**config.mk**
```make
export PLATFORM = sky130hd
export DESIGN_NAME = apb_req_arbiter
export DESIGN_NICKNAME = d
export VERILOG_FILES = /design/src/rtl/apb_req_arbiter.sv
export SDC_FILE = /design/constraint.sdc
export NUM_CORES = 1
export LEC_CHECK = 0
export CORE_AREA = 2 2 160 162
export DETAILED_ROUTE_END_ITERATION = 10
export DIE_AREA = 0 0 162 164
export GPL_ROUTABILITY_DRIVEN = 1
export GPL_TIMING_DRIVEN = 0
export PLACE_DENSITY = 0.54
export SLEW_MARGIN = 15
export SYNTH_ARGS = -nofsm -noshare
export SYNTH_HDL_FRONTEND = slang
export SYNTH_SLANG_ARGS = --single-unit
```
**constraint.sdc**
```tcl
create_clock -name clk -period 2.9 [get_ports clk]
set_input_delay 0.87 -clock clk [delete_from_list [all_inputs] [get_ports clk]]
set_output_delay 0.87 -clock clk [all_outputs]
set_load 0.01 [all_outputs]
```
**src/rtl/apb_req_arbiter.sv**
```systemverilog
// Round-robin arbiter that shares one APB master between NUM_REQ requesters.
// Issues one command at a time, tracks the bus phases and returns a done pulse with read data.
module apb_req_arbiter #(
    parameter int NUM_REQ = 4,
    parameter int ADDR_W  = 32,
    parameter int DATA_W  = 32,
    parameter int IDW     = $clog2(NUM_REQ)
) (
    input  logic                      clk,
    input  logic                      rst_n,
    input  logic [NUM_REQ-1:0]        req_valid,
    input  logic [NUM_REQ-1:0]        req_write,
    input  logic [NUM_REQ*ADDR_W-1:0] req_addr,
    input  logic [NUM_REQ*DATA_W-1:0] req_wdata,
    output logic [NUM_REQ-1:0]        req_ready,
    output logic [NUM_REQ-1:0]        rsp_valid,
    output logic [DATA_W-1:0]         rsp_rdata,
    output logic                      transfer,
    output logic [ADDR_W-1:0]         addr_in,
    output logic [DATA_W-1:0]         data_in,
    output logic                      write_en,
    input  logic                      pselx,
    input  logic                      penable,
    input  logic                      pready,
    input  logic [DATA_W-1:0]         prdata,
    output logic                      busy,
    output logic [IDW-1:0]            grant_id
);

    typedef enum logic [1:0] {
        ST_IDLE,
        ST_ISSUE,
        ST_WAIT,
        ST_DONE
    } state_t;

    state_t              state_q, state_d;
    logic [IDW-1:0]      last_grant_q, last_grant_d;
    logic [IDW-1:0]      grant_id_q, grant_id_d;
    logic [ADDR_W-1:0]   cmd_addr_q, cmd_addr_d;
    logic [DATA_W-1:0]   cmd_wdata_q, cmd_wdata_d;
    logic                cmd_write_q, cmd_write_d;
    logic [DATA_W-1:0]   rsp_rdata_q, rsp_rdata_d;

    logic [ADDR_W-1:0]   addr_arr [NUM_REQ];
    logic [DATA_W-1:0]   wdata_arr [NUM_REQ];
    logic                win_found;
    logic [IDW-1:0]      win_idx;
    logic [IDW-1:0]      cand_idx;

    for (genvar gi = 0; gi < NUM_REQ; gi++) begin : g_unpack
        assign addr_arr[gi]  = req_addr[gi*ADDR_W +: ADDR_W];
        assign wdata_arr[gi] = req_wdata[gi*DATA_W +: DATA_W];
    end

    // Scan starts just after the previous winner so every requester gets a turn.
    always_comb begin
        win_found = 1'b0;
        win_idx   = '0;
        cand_idx  = '0;
        for (int k = 1; k <= NUM_REQ; k++) begin
            cand_idx = IDW'((int'(last_grant_q) + k) % NUM_REQ);
            if (!win_found && req_valid[cand_idx]) begin
                win_found = 1'b1;
                win_idx   = cand_idx;
            end
        end
    end

    always_comb begin
        state_d      = state_q;
        last_grant_d = last_grant_q;
        grant_id_d   = grant_id_q;
        cmd_addr_d   = cmd_addr_q;
        cmd_wdata_d  = cmd_wdata_q;
        cmd_write_d  = cmd_write_q;
        rsp_rdata_d  = rsp_rdata_q;
        req_ready    = '0;
        rsp_valid    = '0;
        transfer     = 1'b0;

        case (state_q)
            ST_IDLE: begin
                if (win_found) begin
                    req_ready[win_idx] = 1'b1;
                    cmd_addr_d   = addr_arr[win_idx];
                    cmd_wdata_d  = wdata_arr[win_idx];
                    cmd_write_d  = req_write[win_idx];
                    grant_id_d   = win_idx;
                    last_grant_d = win_idx;
                    state_d      = ST_ISSUE;
                end
            end
            ST_ISSUE: begin
                transfer = 1'b1;
                if (pselx && !penable) begin
                    state_d = ST_WAIT;
                end
            end
            ST_WAIT: begin
                // transfer dropped here so the master idles after this single access.
                if (pselx && penable && pready) begin
                    rsp_rdata_d = prdata;
                    state_d     = ST_DONE;
                end
            end
            ST_DONE: begin
                rsp_valid[grant_id_q] = 1'b1;
                state_d = ST_IDLE;
            end
            default: state_d = ST_IDLE;
        endcase
    end

    always_ff @(posedge clk or negedge rst_n) begin
        if (!rst_n) begin
            state_q      <= ST_IDLE;
            last_grant_q <= IDW'(NUM_REQ - 1);
            grant_id_q   <= '0;
            cmd_addr_q   <= '0;
            cmd_wdata_q  <= '0;
            cmd_write_q  <= 1'b0;
            rsp_rdata_q  <= '0;
        end else begin
            state_q      <= state_d;
            last_grant_q <= last_grant_d;
            grant_id_q   <= grant_id_d;
            cmd_addr_q   <= cmd_addr_d;
            cmd_wdata_q  <= cmd_wdata_d;
            cmd_write_q  <= cmd_write_d;
            rsp_rdata_q  <= rsp_rdata_d;
        end
    end

    assign addr_in   = cmd_addr_q;
    assign data_in   = cmd_wdata_q;
    assign write_en  = cmd_write_q;
    assign rsp_rdata = rsp_rdata_q;
    assign grant_id  = grant_id_q;
    assign busy      = (state_q != ST_IDLE);

endmodule

```
After elaboration in Yosys (flattened, before gate mapping)
Index checks and enable logic that the tools add are counted.
{ "totals": {"reg_bits": 103, "input_bits": 301, "elab_cells": 80} }
{ "classes": {"addsub": 4, "order_cmp": 9, "n_eq_ne": 6, "mux": 36, "bitwise": 1, "n_reduce_logical": 17} }
{ "op_table": {"columns": ["op", "count"], "rows": [
  ["32-bit binary-select mux with 2-bit select", 2],
  ["32-bit two-way mux", 4],
  ["2-bit by 3-bit < comparator with 1-bit output (second input constant)", 6],
  ["2-bit two-way mux", 7],
  ["1-bit two-way mux", 12],
  ["4-bit two-way mux", 3],
  ["1-bit binary-select mux with 2-bit select", 5],
  ["1-bit logical AND", 8],
  ["2-bit one-hot mux with 4 select lines", 1],
  ["2-bit inequality test (second input constant)", 3],
  ["2-bit by 1-bit adder with 2-bit output (second input constant)", 2],
  ["2-bit adder (second input constant)", 2],
  ["1-bit demux with 2-bit select", 2],
  ["2-bit equality test (second input constant)", 2],
  ["2-bit by 1-bit greater-or-equal comparator with 1-bit output (second input constant)", 2],
  ["1-bit logical NOT", 4],
  ["2-bit AND reduction", 2],
  ["3-bit greater-or-equal comparator (second input constant)", 1],
  ["2-bit NOT with 3-bit output", 1],
  ["3-bit AND reduction", 1],
  ["2-bit by 1-bit equality test with 1-bit output (second input constant)", 1],
  ["2-bit logical NOT", 1],
  ["2-bit nonzero test", 1]
]} }

Depth between registers and ports, before layout
{ "logic_depth": {"ltp_word": 19, "depth_mapped": 8, "ltp_nobuf": 6} }

Worst setup path before layout
OpenSTA, ideal clock, no wires.
{ "synth_path": {"path_type": "input port to output port", "start": "input port req_valid[3]", "end": "output port req_ready[2]", "t_arrival_ns": 1.929, "t_required_ns": 2.030, "setup_slack_ns": 0.101, "path_stages": 5, "n_path_buf": 1, "path_cell_list": "nor4_1 -> nor2_1 -> nand2_1 -> clkbuf_1 -> nor2_1"} }
{ "synth_via": {"elab_chain_cells": 18} }
{ "synth_rtl": {"columns": ["element", "line", "text"], "rows": [
  ["start, declared", "11", "input logic [NUM_REQ-1:0] req_valid,"],
  ["1-bit binary-select mux with 2-bit select", "63", "if (!win_found && req_valid[cand_idx]) begin"],
  ["1-bit two-way mux (implied by the code)", "63", null],
  ["1-bit two-way mux", "63", null],
  ["1-bit logical NOT", "63", null],
  ["1-bit logical AND", "63", null],
  ["1-bit two-way mux", "63", null],
  ["1-bit logical NOT", "63", null],
  ["1-bit logical AND", "63", null],
  ["(+2 left out)", null, null],
  ["1-bit logical AND", "63", null],
  ["2-bit two-way mux", "63", null],
  ["2-bit by 3-bit < comparator with 1-bit output (implied by the code) or 2-bit by 1-bit greater-or-equal comparator with 1-bit output (tied branches)", "85", "req_ready[win_idx] = 1'b1;"],
  ["1-bit logical AND (implied by the code)", "85", null],
  ["1-bit two-way mux (implied by the code)", "85", null],
  ["1-bit demux with 2-bit select", "85", null],
  ["4-bit two-way mux *", "84", "if (win_found) begin"],
  ["4-bit two-way mux *", "82", "case (state_q)"],
  ["end, declared", "15", "output logic [NUM_REQ-1:0] req_ready,"]
]} }
Mark *: on every way between the ends. The rest lies on a longest branch, timed or not. The select of a mux whose other input is x is not followed.

Worst setup path after layout
{ "layout_path": {"start": "input port req_valid[1]", "end": "output port req_ready[3]"} }
The elaborated chain is that of the path after synthesis.

==> results by group <==
Global routing
  • Vias in the first global route: 5977
  • Gr usage total: 18.3%
  • Global-route wire length before repair: 36600 um
  • Grt total ovfl: 0
  • Initial antenna violation count: 0
  • Largest net degree at the start of global routing: 57

Yosys
  • Syn Nets: 791
  • Cells after Synth: 486
  • Yosys reg bits: 103
  • Synth warnings: 0
  • Syn Std Cell Area: 5660 um2
  • Synth cell types: 31
  • Syn avg cell area: 11.6 um2
  • Seq/Total Area, Yosys: 45.6%

Finish
  • Most common cell after layout, fill and taps aside: clkdlybuf4s50_1
  • Final core occ: 42.9%
  • P&R area growth vs syn: 88.2%
  • Final nets: 1220
  • Layout cell share with drive strength beyond 1: 11.6%
  • Post-Layout Cell Count: 1250
  • Most frequent cells in the layout: 400 x clkdlybuf4s50_1, 130 x mux2i_1, 101 x dfrtp_1
  • N_diodes: 0

Clock tree
  • H-tree depth: 3
  • Max clock buf depth: 2
  • Clock Sinks: 103
  • CTS clock-pin slew for the worst setup and hold paths: 0.09 ns
  • Clock latency on the worst-skew pair: 0.35 ns
  • CTS root buffer: clkbuf_16
  • CTS tree: yes
  • CTS buffer count: 9

Route
  • Post-route ant nets: 0
  • Per-cell routed wire length: 20.0 um
  • # DRC: 0
  • Starting DRT DRC Count: 203
  • 1st-pass router iterations: 4
  • WL final: 25000 um
  • DR vias/cell: 4.46
  • Vias: 5575

Setup path
  • Critical path endpoint category: output port
  • WP data arrival: 1.95 ns
  • Setup crit end: req_ready[3]
  • CP peak stage delay: 0.26 ns
  • CP Data Required Time: 2.03 ns
  • Bufs and invs on worst path: 4
  • CP Depth: 7
  • CP Launch Type: input pin
  • CP max stage cell: or2_4
  • R2r setup slk: 0.53 ns
  • R2R Path Start: last_grant_q[0]
  • CP cell instances: buf_4, or2_4, a221oi_2, buf_6, buf_16, nor2_1, buf_2
  • RR Endpoint: data_in[5]
  • CP max FO: 5
  • WS Path Type: input pin to output port
  • R2R depth: 9
  • Delay-heaviest family, CP: buffers and inverters
  • CP startpoint: req_valid[1]

Power
  • Leak: 0.00464 uW
  • Worst VDD drop: 0.411 mV
  • Total power: 9350 uW
  • PwrDens: 878 nW/um2

Timing
  • Fmax: 355 MHz
  • Worst slew pin tran: 0.595 ns
  • Final worst-path cycle share: 97.2%
  • Crit path time final: 2.82 ns
  • Final hold violations: 0
  • Setup-failing EPs final: 0
  • Max Slew Vio Count: 0
  • Final Skew: 0.0104 ns
  • WHS: 0.437 ns
  • RSZ-0062 raised after global routing: no
  • Worst slew margin: 60.3%

Floorplan
  • Initial Utilization: 22.8%
  • # IOs: 410
  • Core Region: 24800 um2
  • Chip width: 162 um
  • Total die area: 26600 um2
  • Cell Rows: 58
  • Die Height: 164 um

Placed design
  • Number of buffers inserted by port buffering: 409
  • DP HPWL: 19400 um
  • Inst Count DP: 1226
  • Gp weighted congestion: 0.761

Worst hold path
  • Hold Crit Class: input pin to asynchronous set/reset pin

Job
  • Max Cap Viol: 0

Run status
  • Status: finished, final reports clean
-- metal layers --
layer	part of all wire (%)	routed length [um]	GRT usage, %
met4	1.0	256	3.66
met3	8.7	2180	5.81
met2	49	12400	32.4
met1	41	10200	21.8
met5	0	0	0
-- what timing repair did --
item | 4_1_cts | 5_1_grt
setup endpoints to repair | 41 | 2
hold buffers | 0 | 0
pin swaps | 7 | 2
setup buffers | 9 | 0
gates resized for setup | 55 | 6
-- power breakdown --
group	switching, uW	internal (uW)
combinational	2510	3010
sequential	400	2160
clock	655	611
total	3570	5790
-- through the flow --
stage / setup WS, ns / TNS [ns] / instance area (um2)
final: 0.0813 / 0 / 10700
after global routing: 0.0189 / 0 / 10700
after CTS: 0.00488 / 0 / 10700
after detailed placement: -1.53 / -30.20 / 10200
after global placement: -3.60 / -393.35 / 10200
after floorplan: 0.101 / 0 / 5660
-- state kept, by name (all words and copies together) (netlist names) --
| signal | flops |
|---|---|
| addr_in | 32 |
| data_in | 32 |
| rsp_rdata | 32 |
| grant_id | 2 |
| last_grant_q | 2 |
| state_q | 2 |
| write_en | 1 |
-- final cells by class --
class | count | area, um2
buffer | 38 | 337
clock buffer | 9 | 225
clock inverter | 7 | 72.6
fill | 2463 | 14200
inverter | 4 | 15.0
multi-input combinational | 340 | 2860
sequential | 103 | 2580
tap | 330 | 413
timing repair buffer | 419 | 4160
-- cells in the mapped netlist --
cell | number | share of area [%]
buf_2 | 7 | 0.62
nand2b_1 | 6 | 0.66
nand3_1 | 1 | 0.088
nor2_1 | 10 | 0.66
nor3b_1 | 1 | 0.13
nand2_1 | 72 | 4.8
clkbuf_1 | 16 | 1.1
o22ai_1 | 1 | 0.11
nor3_1 | 1 | 0.088
o21a_1 | 1 | 0.13
nor4_1 | 1 | 0.11
and3_1 | 1 | 0.11
or2_1 | 1 | 0.11
inv_1 | 4 | 0.27
dfstp_2 | 2 | 0.93
and3b_1 | 1 | 0.15
mux2i_1 | 130 | 23
ha_1 | 4 | 0.88
o221ai_1 | 65 | 10
clkbuf_4 | 5 | 0.66
o21ai_1 | 1 | 0.088
buf_4 | 4 | 0.53
a221o_1 | 1 | 0.18
nand4_1 | 1 | 0.11
o21ai_0 | 1 | 0.088
mux2_2 | 33 | 6.6
dfrtp_1 | 101 | 45
a221oi_2 | 1 | 0.27
buf_12 | 6 | 2.1
a21oi_1 | 6 | 0.53
buf_8 | 1 | 0.27
-- worst min path at each step --
stage          slack [ns]         endpoint
3_5_place_dp         0.47      data_in[20]
6_report             0.44    rsp_rdata[16]
2_1_floorplan        0.47  last_grant_q[1]
3_3_place_gp         0.47      data_in[30]
4_1_cts              0.45    rsp_rdata[16]
5_1_grt              0.46    rsp_rdata[16]
-- logic make-up (layout without fill, tap and decap cells) --
| kind of cell | Yosys count | in the layout | synth area share (%) |
|---|---|---|---|
| AO/OA/AOI/OAI | 77 | 77 | 11.5 |
| adder cells (fa/ha/maj) | 4 | 4 | 0.884 |
| buffers and inverters | 43 | 477 | 5.53 |
| flip-flops | 103 | 103 | 45.6 |
| multiplexers | 163 | 163 | 29.6 |
| AND/OR/NAND/NOR | 96 | 96 | 7.01 |
No activity file was read; power rests on OpenSTA's default activity.
